===== src/rtl/control_pkg.sv =====
// Shared encodings for the RV32I multi-cycle control unit: FSM states, opcodes,
// PC source codes and the opcode class enum.
package control_pkg;

  typedef enum logic [2:0] {
    StInit    = 3'd0,
    StResetPc = 3'd1,
    StFetch   = 3'd2,
    StDecode  = 3'd3,
    StExecute = 3'd4,
    StUpdate  = 3'd5,
    StHalt    = 3'd6,
    StFault   = 3'd7
  } state_e;

  localparam logic [6:0] OPC_LUI    = 7'b0110111;
  localparam logic [6:0] OPC_AUIPC  = 7'b0010111;
  localparam logic [6:0] OPC_JAL    = 7'b1101111;
  localparam logic [6:0] OPC_JALR   = 7'b1100111;
  localparam logic [6:0] OPC_BRANCH = 7'b1100011;
  localparam logic [6:0] OPC_LOAD   = 7'b0000011;
  localparam logic [6:0] OPC_STORE  = 7'b0100011;
  localparam logic [6:0] OPC_OP_IMM = 7'b0010011;
  localparam logic [6:0] OPC_OP     = 7'b0110011;
  localparam logic [6:0] OPC_FENCE  = 7'b0001111;
  localparam logic [6:0] OPC_SYSTEM = 7'b1110011;

  localparam logic [1:0] PC_SRC_PC4    = 2'b00;
  localparam logic [1:0] PC_SRC_BRANCH = 2'b01;
  localparam logic [1:0] PC_SRC_JUMP   = 2'b10;
  localparam logic [1:0] PC_SRC_RESET  = 2'b11;

  typedef enum logic [3:0] {
    ClsNone,
    ClsLui,
    ClsAuipc,
    ClsJal,
    ClsJalr,
    ClsBranch,
    ClsLoad,
    ClsStore,
    ClsOpImm,
    ClsOp,
    ClsFence,
    ClsSystem
  } op_class_e;

endpackage


===== src/rtl/control_op_classify.sv =====
// Combinational opcode classifier: maps IR[6:0] to legality, class and whether
// the instruction writes rd.
module control_op_classify
  import control_pkg::*;
(
  input  logic [6:0] opcode,
  output logic       legal,
  output op_class_e  op_class,
  output logic       writes_rd
);

  always_comb begin
    legal     = 1'b1;
    op_class  = ClsNone;
    writes_rd = 1'b0;
    case (opcode)
      OPC_LUI:    begin op_class = ClsLui;    writes_rd = 1'b1; end
      OPC_AUIPC:  begin op_class = ClsAuipc;  writes_rd = 1'b1; end
      OPC_JAL:    begin op_class = ClsJal;    writes_rd = 1'b1; end
      OPC_JALR:   begin op_class = ClsJalr;   writes_rd = 1'b1; end
      OPC_BRANCH: op_class = ClsBranch;
      OPC_LOAD:   begin op_class = ClsLoad;   writes_rd = 1'b1; end
      OPC_STORE:  op_class = ClsStore;
      OPC_OP_IMM: begin op_class = ClsOpImm;  writes_rd = 1'b1; end
      OPC_OP:     begin op_class = ClsOp;     writes_rd = 1'b1; end
      OPC_FENCE:  op_class = ClsFence;
      OPC_SYSTEM: op_class = ClsSystem;
      default:    legal = 1'b0;
    endcase
  end

endmodule


===== src/rtl/control_unit.sv =====
// Multi-cycle sequencer for the RV32I datapath: fetch handshake, decode, execute
// timing and PC/register-file update control.
module control_unit
  import control_pkg::*;
#(
  parameter int unsigned MEM_TIMEOUT = 8,
  parameter int unsigned EXEC_CYCLES = 1,
  parameter int unsigned LOAD_CYCLES = 2
) (
  input  logic       control_unit_clock_in,
  input  logic       control_unit_reset_in,
  output logic       control_unit_ins_mem_req_out,
  input  logic       control_unit_ins_mem_ack_in,
  input  logic [6:0] control_unit_opcode_in,
  input  logic       control_unit_branch_taken_in,
  input  logic       control_unit_halt_in,
  output logic       control_unit_ir_set_out,
  output logic       control_unit_pc_set_out,
  output logic [1:0] control_unit_pc_src_out,
  output logic       control_unit_reg_write_out,
  output logic       control_unit_fault_out,
  output logic [2:0] control_unit_state_out
);

  localparam int unsigned WaitMax = (MEM_TIMEOUT > 0) ? MEM_TIMEOUT : 1;
  localparam int unsigned WaitW   = $clog2(WaitMax + 1);
  localparam int unsigned ExecMax = (EXEC_CYCLES > LOAD_CYCLES) ? EXEC_CYCLES : LOAD_CYCLES;
  localparam int unsigned ExecW   = $clog2(ExecMax + 1);

  state_e          state_q;
  op_class_e       cls_q;
  logic            writes_q;
  logic [WaitW-1:0] wait_cnt_q;
  logic [ExecW-1:0] exec_cnt_q;

  logic      dec_legal;
  op_class_e dec_class;
  logic      dec_writes;

  control_op_classify u_classify (
    .opcode    (control_unit_opcode_in),
    .legal     (dec_legal),
    .op_class  (dec_class),
    .writes_rd (dec_writes)
  );

  always_ff @(posedge control_unit_clock_in or posedge control_unit_reset_in) begin
    if (control_unit_reset_in) begin
      state_q    <= StInit;
      cls_q      <= ClsNone;
      writes_q   <= 1'b0;
      wait_cnt_q <= '0;
      exec_cnt_q <= '0;
    end else begin
      unique case (state_q)
        StInit:    state_q <= StResetPc;
        StResetPc: state_q <= StFetch;
        StFetch: begin
          // An ack in the expiry cycle still completes the fetch.
          if (control_unit_ins_mem_ack_in) begin
            state_q    <= StDecode;
            wait_cnt_q <= '0;
          end else if (MEM_TIMEOUT != 0 && wait_cnt_q == WaitW'(MEM_TIMEOUT - 1)) begin
            state_q    <= StFault;
            wait_cnt_q <= '0;
          end else if (wait_cnt_q != WaitW'(WaitMax)) begin
            wait_cnt_q <= wait_cnt_q + 1'b1;
          end
        end
        StDecode: begin
          cls_q      <= dec_class;
          writes_q   <= dec_writes;
          exec_cnt_q <= (dec_class == ClsLoad) ? ExecW'(LOAD_CYCLES) : ExecW'(EXEC_CYCLES);
          if (!dec_legal)                  state_q <= StFault;
          else if (dec_class == ClsSystem) state_q <= StHalt;
          else                             state_q <= StExecute;
        end
        StExecute: begin
          if (exec_cnt_q <= ExecW'(1)) begin
            state_q    <= StUpdate;
            exec_cnt_q <= '0;
          end else begin
            exec_cnt_q <= exec_cnt_q - 1'b1;
          end
        end
        StUpdate: state_q <= control_unit_halt_in ? StHalt : StFetch;
        StHalt:   if (!control_unit_halt_in) state_q <= StFetch;
        StFault:  state_q <= StFault;
        default:  state_q <= StFault;
      endcase
    end
  end

  always_comb begin
    control_unit_ins_mem_req_out = 1'b0;
    control_unit_ir_set_out      = 1'b0;
    control_unit_pc_set_out      = 1'b0;
    control_unit_pc_src_out      = PC_SRC_PC4;
    control_unit_reg_write_out   = 1'b0;
    control_unit_fault_out       = 1'b0;
    control_unit_state_out       = state_q;
    unique case (state_q)
      StResetPc: begin
        control_unit_pc_set_out = 1'b1;
        control_unit_pc_src_out = PC_SRC_RESET;
      end
      StFetch: begin
        control_unit_ins_mem_req_out = 1'b1;
        control_unit_ir_set_out      = control_unit_ins_mem_ack_in;
      end
      StUpdate: begin
        control_unit_pc_set_out    = 1'b1;
        control_unit_reg_write_out = writes_q;
        if (cls_q == ClsJal || cls_q == ClsJalr) begin
          control_unit_pc_src_out = PC_SRC_JUMP;
        end else if (cls_q == ClsBranch && control_unit_branch_taken_in) begin
          control_unit_pc_src_out = PC_SRC_BRANCH;
        end
      end
      StFault: control_unit_fault_out = 1'b1;
      default: ;
    endcase
  end

endmodule


===== config.mk =====
export PLATFORM = sky130hd
export DESIGN_NAME = control_unit
export DESIGN_NICKNAME = d
export VERILOG_FILES = /design/src/rtl/control_pkg.sv /design/src/rtl/control_op_classify.sv /design/src/rtl/control_unit.sv
export SDC_FILE = /design/constraint.sdc
export NUM_CORES = 1
export LEC_CHECK = 0
export CORE_ASPECT_RATIO = 1.4
export CORE_UTILIZATION = 53
export DETAILED_ROUTE_END_ITERATION = 6
export PLACE_DENSITY = 0.83
export SLEW_MARGIN = 20
export SYNTH_ARGS = -nofsm -noshare
export SYNTH_HDL_FRONTEND = slang
export SYNTH_SLANG_ARGS = --single-unit

===== constraint.sdc =====
create_clock -name control_unit_clock_in -period 3.8 [get_ports control_unit_clock_in]
set_clock_uncertainty 0.05 [all_clocks]
set_input_delay 0.76 -clock control_unit_clock_in [delete_from_list [all_inputs] [get_ports control_unit_clock_in]]
set_output_delay 0.76 -clock control_unit_clock_in [all_outputs]
set_load 0.05 [all_outputs]

==> reports/metrics.csv <==
stage,metric,value,unit
status,run_status,"complete, no violations",
power,power_density,557,nW/um^2
setup_path,worstSetupStartpointType,input port,
power,finalPower,0.694,mW
clock_tree,cts_repair_resize_count,0,
layout,finish.utilization,0.701,
layout,stdcell_count,163,
sta,slew_violations,0,
clock_tree,tritoncts_clock_tree,done,
sta,finalHoldViolCount,0,
logic_synthesis,synth_async_sr_flop_share,1.00,
logic_synthesis,number_of_distinct_standard_cells_referenced_by_the_synthesized_netlist,46,
logic_synthesis,synth_flop_cell,sky130_fd_sc_hd__dfrtp_1,
place,place.port_buffers,21,
logic_synthesis,yosysTopAreaCellShare,0.342,
layout,regArea,350,um^2
detailed_routing,routed-via-count,981,
clock_tree,cts_clock_pin_slew_for_the_worst_setup_and_hold_paths,0.09,ns
detailed_routing,totalWireLength,2280,um
power,total_leakage_power,0.509,nW
setup_path,cp_max_fo,7,
setup_path,rrSetupSlack,2.16,ns
clock_tree,clk_latency,0.29,ns
power,pwr-share-clk,0.159,
logic_synthesis,synth.area.top_cells,"sky130_fd_sc_hd__dfrtp_1 34%, sky130_fd_sc_hd__nand2_1 5.9%, sky130_fd_sc_hd__a21oi_1 3.9%, sky130_fd_sc_hd__o21ai_0 3.4%, sky130_fd_sc_hd__inv_1 3.3%",
logic_synthesis,post_synth_instance_area,1020,um^2
setup_path,timing.rr.end,cls_q[1],
logic_synthesis,synth-warning-count,0,
hold_path,holdPathStages,2,
place,post_dp_cell_area,1210,um^2
layout,fill_cells,144,
place,dp.cells,159,
setup_path,worst-endpoint-required,2.99,ns
flow_run,maxCapViolations,0,
detailed_routing,vias_per_cell,6.02,
sta,setup_viol,0,
logic_synthesis,syn_area_per_cell,8.19,um^2
global_route,grt_pass1_vias,853,
layout,syn_to_final_growth,21.9,%
setup_path,cell_with_the_largest_stage_delay_on_the_worst_path,sky130_fd_sc_hd__clkdlybuf4s50_1,
layout,layout-drive-gt1-share,0.0699,
layout,num_antenna_cells,0,
power,net-switching-power,0.319,mW
floorplan,io-pin-count,22,
clock_tree,post_cts_buffers,0,
setup_path,worstSetupPathType,input port to output port,
setup_path,crit_path_max_incr_delay,0.79,ns
clock_tree,h-tree-depth,1,
power,power.combinational.fraction,0.459,
floorplan,die_boundary_width,39.1,um
floorplan,initial_core_util,0.575,
setup_path,worst_path_cell_chain,clkdlybuf4s50_1 -> and2_1 -> clkdlybuf4s50_1,
clock_tree,cts.hold.buffers_added,0,
floorplan,core_ar,1780,um^2
setup_path,worstRegToRegCells,4,
global_route,largest_net_degree_at_the_start_of_global_routing,15,
logic_synthesis,synth_nets,139,
hold_path,min_delay_src,writes_q,
logic_synthesis,synth_seq_cells,14,
logic_synthesis,post-synth-top-count-cell,sky130_fd_sc_hd__nand2_1,
sta,fin_crit,3.12,ns
global_route,global_route.usage.total,0.246,
sta,worst-slew-pin-transition,0.515,ns
logic_synthesis,synth_enable_flop_cells,0,
logic_synthesis,synth_sequential_area_ratio,0.342,
floorplan,row_count,18,
clock_tree,cts_max_path_buffers,2,
logic_synthesis,post_synth_top_area_cell,sky130_fd_sc_hd__dfrtp_1,
detailed_routing,detailedRoute.firstIterationViolations,32,
sta,worst_slew_margin_rel,0.656,
global_route,global_route_wire_length_before_repair,3520,um
power,power.sequential.fraction,0.382,
hold_path,worst_min_delay_path_class,flop to flop,
power,internal-power,0.376,mW
floorplan,dieArea,2110,um^2
place,globalplace.congestion,0.826,
layout,layout.cell_area.non_filler,1250,um^2
layout,num-nets-final,158,
sta,unrepaired_setup_endpoints_after_global_routing,false,
place,place_hpwl,1760,um
global_route,initial_antenna_violation_count,0,
sta,fmax,320,MHz
floorplan,fp.dieH,54.0,um
setup_path,worst_setup_path_start,control_unit_ins_mem_ack_in,
setup_path,setup.worst_path.end_class,output port,
detailed_routing,drt_drc_violations_left,0,
setup_path,worst_ep_arrival_time,2.31,ns
clock_tree,cts.sink_count,14,
sta,final_clock_period_utilization_by_the_worst_path,0.821,
clock_tree,clockRootBuffer,sky130_fd_sc_hd__clkbuf_4,
detailed_routing,route.antenna.remaining_nets,0,
setup_path,endpoint,control_unit_ir_set_out,
setup_path,critPathMostFrequentCell,sky130_fd_sc_hd__clkdlybuf4s50_1,
logic_synthesis,cell_count_after_synthesis,125,
detailed_routing,avgRoutedWirePerCell,14.0,um
setup_path,timing.rr.start,control_unit_state_out[2],
global_route,gr_overflow_total,0,
logic_synthesis,synthTopCellsByCount,"16 x sky130_fd_sc_hd__nand2_1, 14 x sky130_fd_sc_hd__dfrtp_1, 9 x sky130_fd_sc_hd__inv_1, 8 x sky130_fd_sc_hd__a21oi_1",
power,power_switching_share,0.459,
detailed_routing,drt_pass1_iterations,4,
layout,multi_input_comb_area,588,um^2
sta,timing.setup.tns,0,ns
power,max-vdd-ir-drop,0.512,mV
clock_tree,tritoncts.num_buffers,3,
[logic make-up (layout without fill, tap and decap cells)]
group / after synthesis / count (layout) / share of synthesized area
mux: 1 / 1 / 0.00978
xor+xnor: 1 / 1 / 0.00856
compound gates: 38 / 38 / 0.259
flops: 14 / 14 / 0.342
fa+ha+maj: 2 / 2 / 0.0244
buf+inv: 17 / 35 / 0.0831
simple gates: 52 / 52 / 0.273
[critical path, delay by kind of cell]
kind	cells	cell delay (ns)
buffers and inverters	2	1.39
AND/OR/NAND/NOR	1	0.16
[power groups by stage]
stage                     combinational [mW]  clock (mW)  sequential (mW)
final                                  0.319       0.111            0.265
after global routing                   0.348       0.118            0.273
after CTS                              0.320       0.113            0.263
after detailed placement               0.319           0            0.267
after global placement                 0.312           0            0.262
after floorplan                        0.235           0            0.268
[worst min path at each step]
stage	slack [ns]	endpoint
after floorplan	0.39	writes_q
after global placement	0.42	writes_q
after detailed placement	0.42	writes_q
after CTS	0.44	writes_q
after global routing	0.48	exec_cnt_q[1]
final	0.44	writes_q
[metrics by stage]
step           worst slack, ns  hold slack [ns]
6_report                 0.679            0.439
5_1_grt                  0.635            0.483
2_1_floorplan             1.09            0.392
3_3_place_gp             0.714            0.416
4_1_cts                  0.684            0.440
3_5_place_dp             0.690            0.420
[flip-flops by register name, indices dropped and copies added, names as in the netlist]
register	cells
writes_q	1
wait_cnt_q	4
exec_cnt_q	2
cls_q	4
control_unit_state_out	3
[layout make-up]
cell class	instances	share of cell area
inverters	10	0.0301
multi-input cells	94	0.471
flip-flops and latches	14	0.281
clock buffers	4	0.0291
well taps	20	0.0201
repair buffers	21	0.169
[cell usage in the layout, fill, tap and decap left out, types with 3 or more instances in the layout]
cell,netlist,routed
sky130_fd_sc_hd__clkdlybuf4s50_1,0,21
sky130_fd_sc_hd__nand2_1,16,16
sky130_fd_sc_hd__dfrtp_1,14,14
sky130_fd_sc_hd__inv_1,9,9
sky130_fd_sc_hd__a21oi_1,8,8
sky130_fd_sc_hd__o21ai_0,7,7
sky130_fd_sc_hd__nor2_1,7,7
sky130_fd_sc_hd__nand3_1,6,6
sky130_fd_sc_hd__nand2b_1,3,3
sky130_fd_sc_hd__and2_1,3,3
sky130_fd_sc_hd__a31oi_1,3,3
sky130_fd_sc_hd__o21ai_1,3,3
sky130_fd_sc_hd__clkbuf_4,0,3
[routing by layer]
layer  vias to the layer above  wire (um)  GRT usage  share of wire
met3                         5         48     0.0248          0.021
met5                         -          0          0              0
li1                        486          -          -              -
met1                       468        913      0.230           0.40
met4                         0         64      0.138          0.028
met2                        22       1250      0.486           0.55
Note: power is estimated with default switching activity, not from simulation.
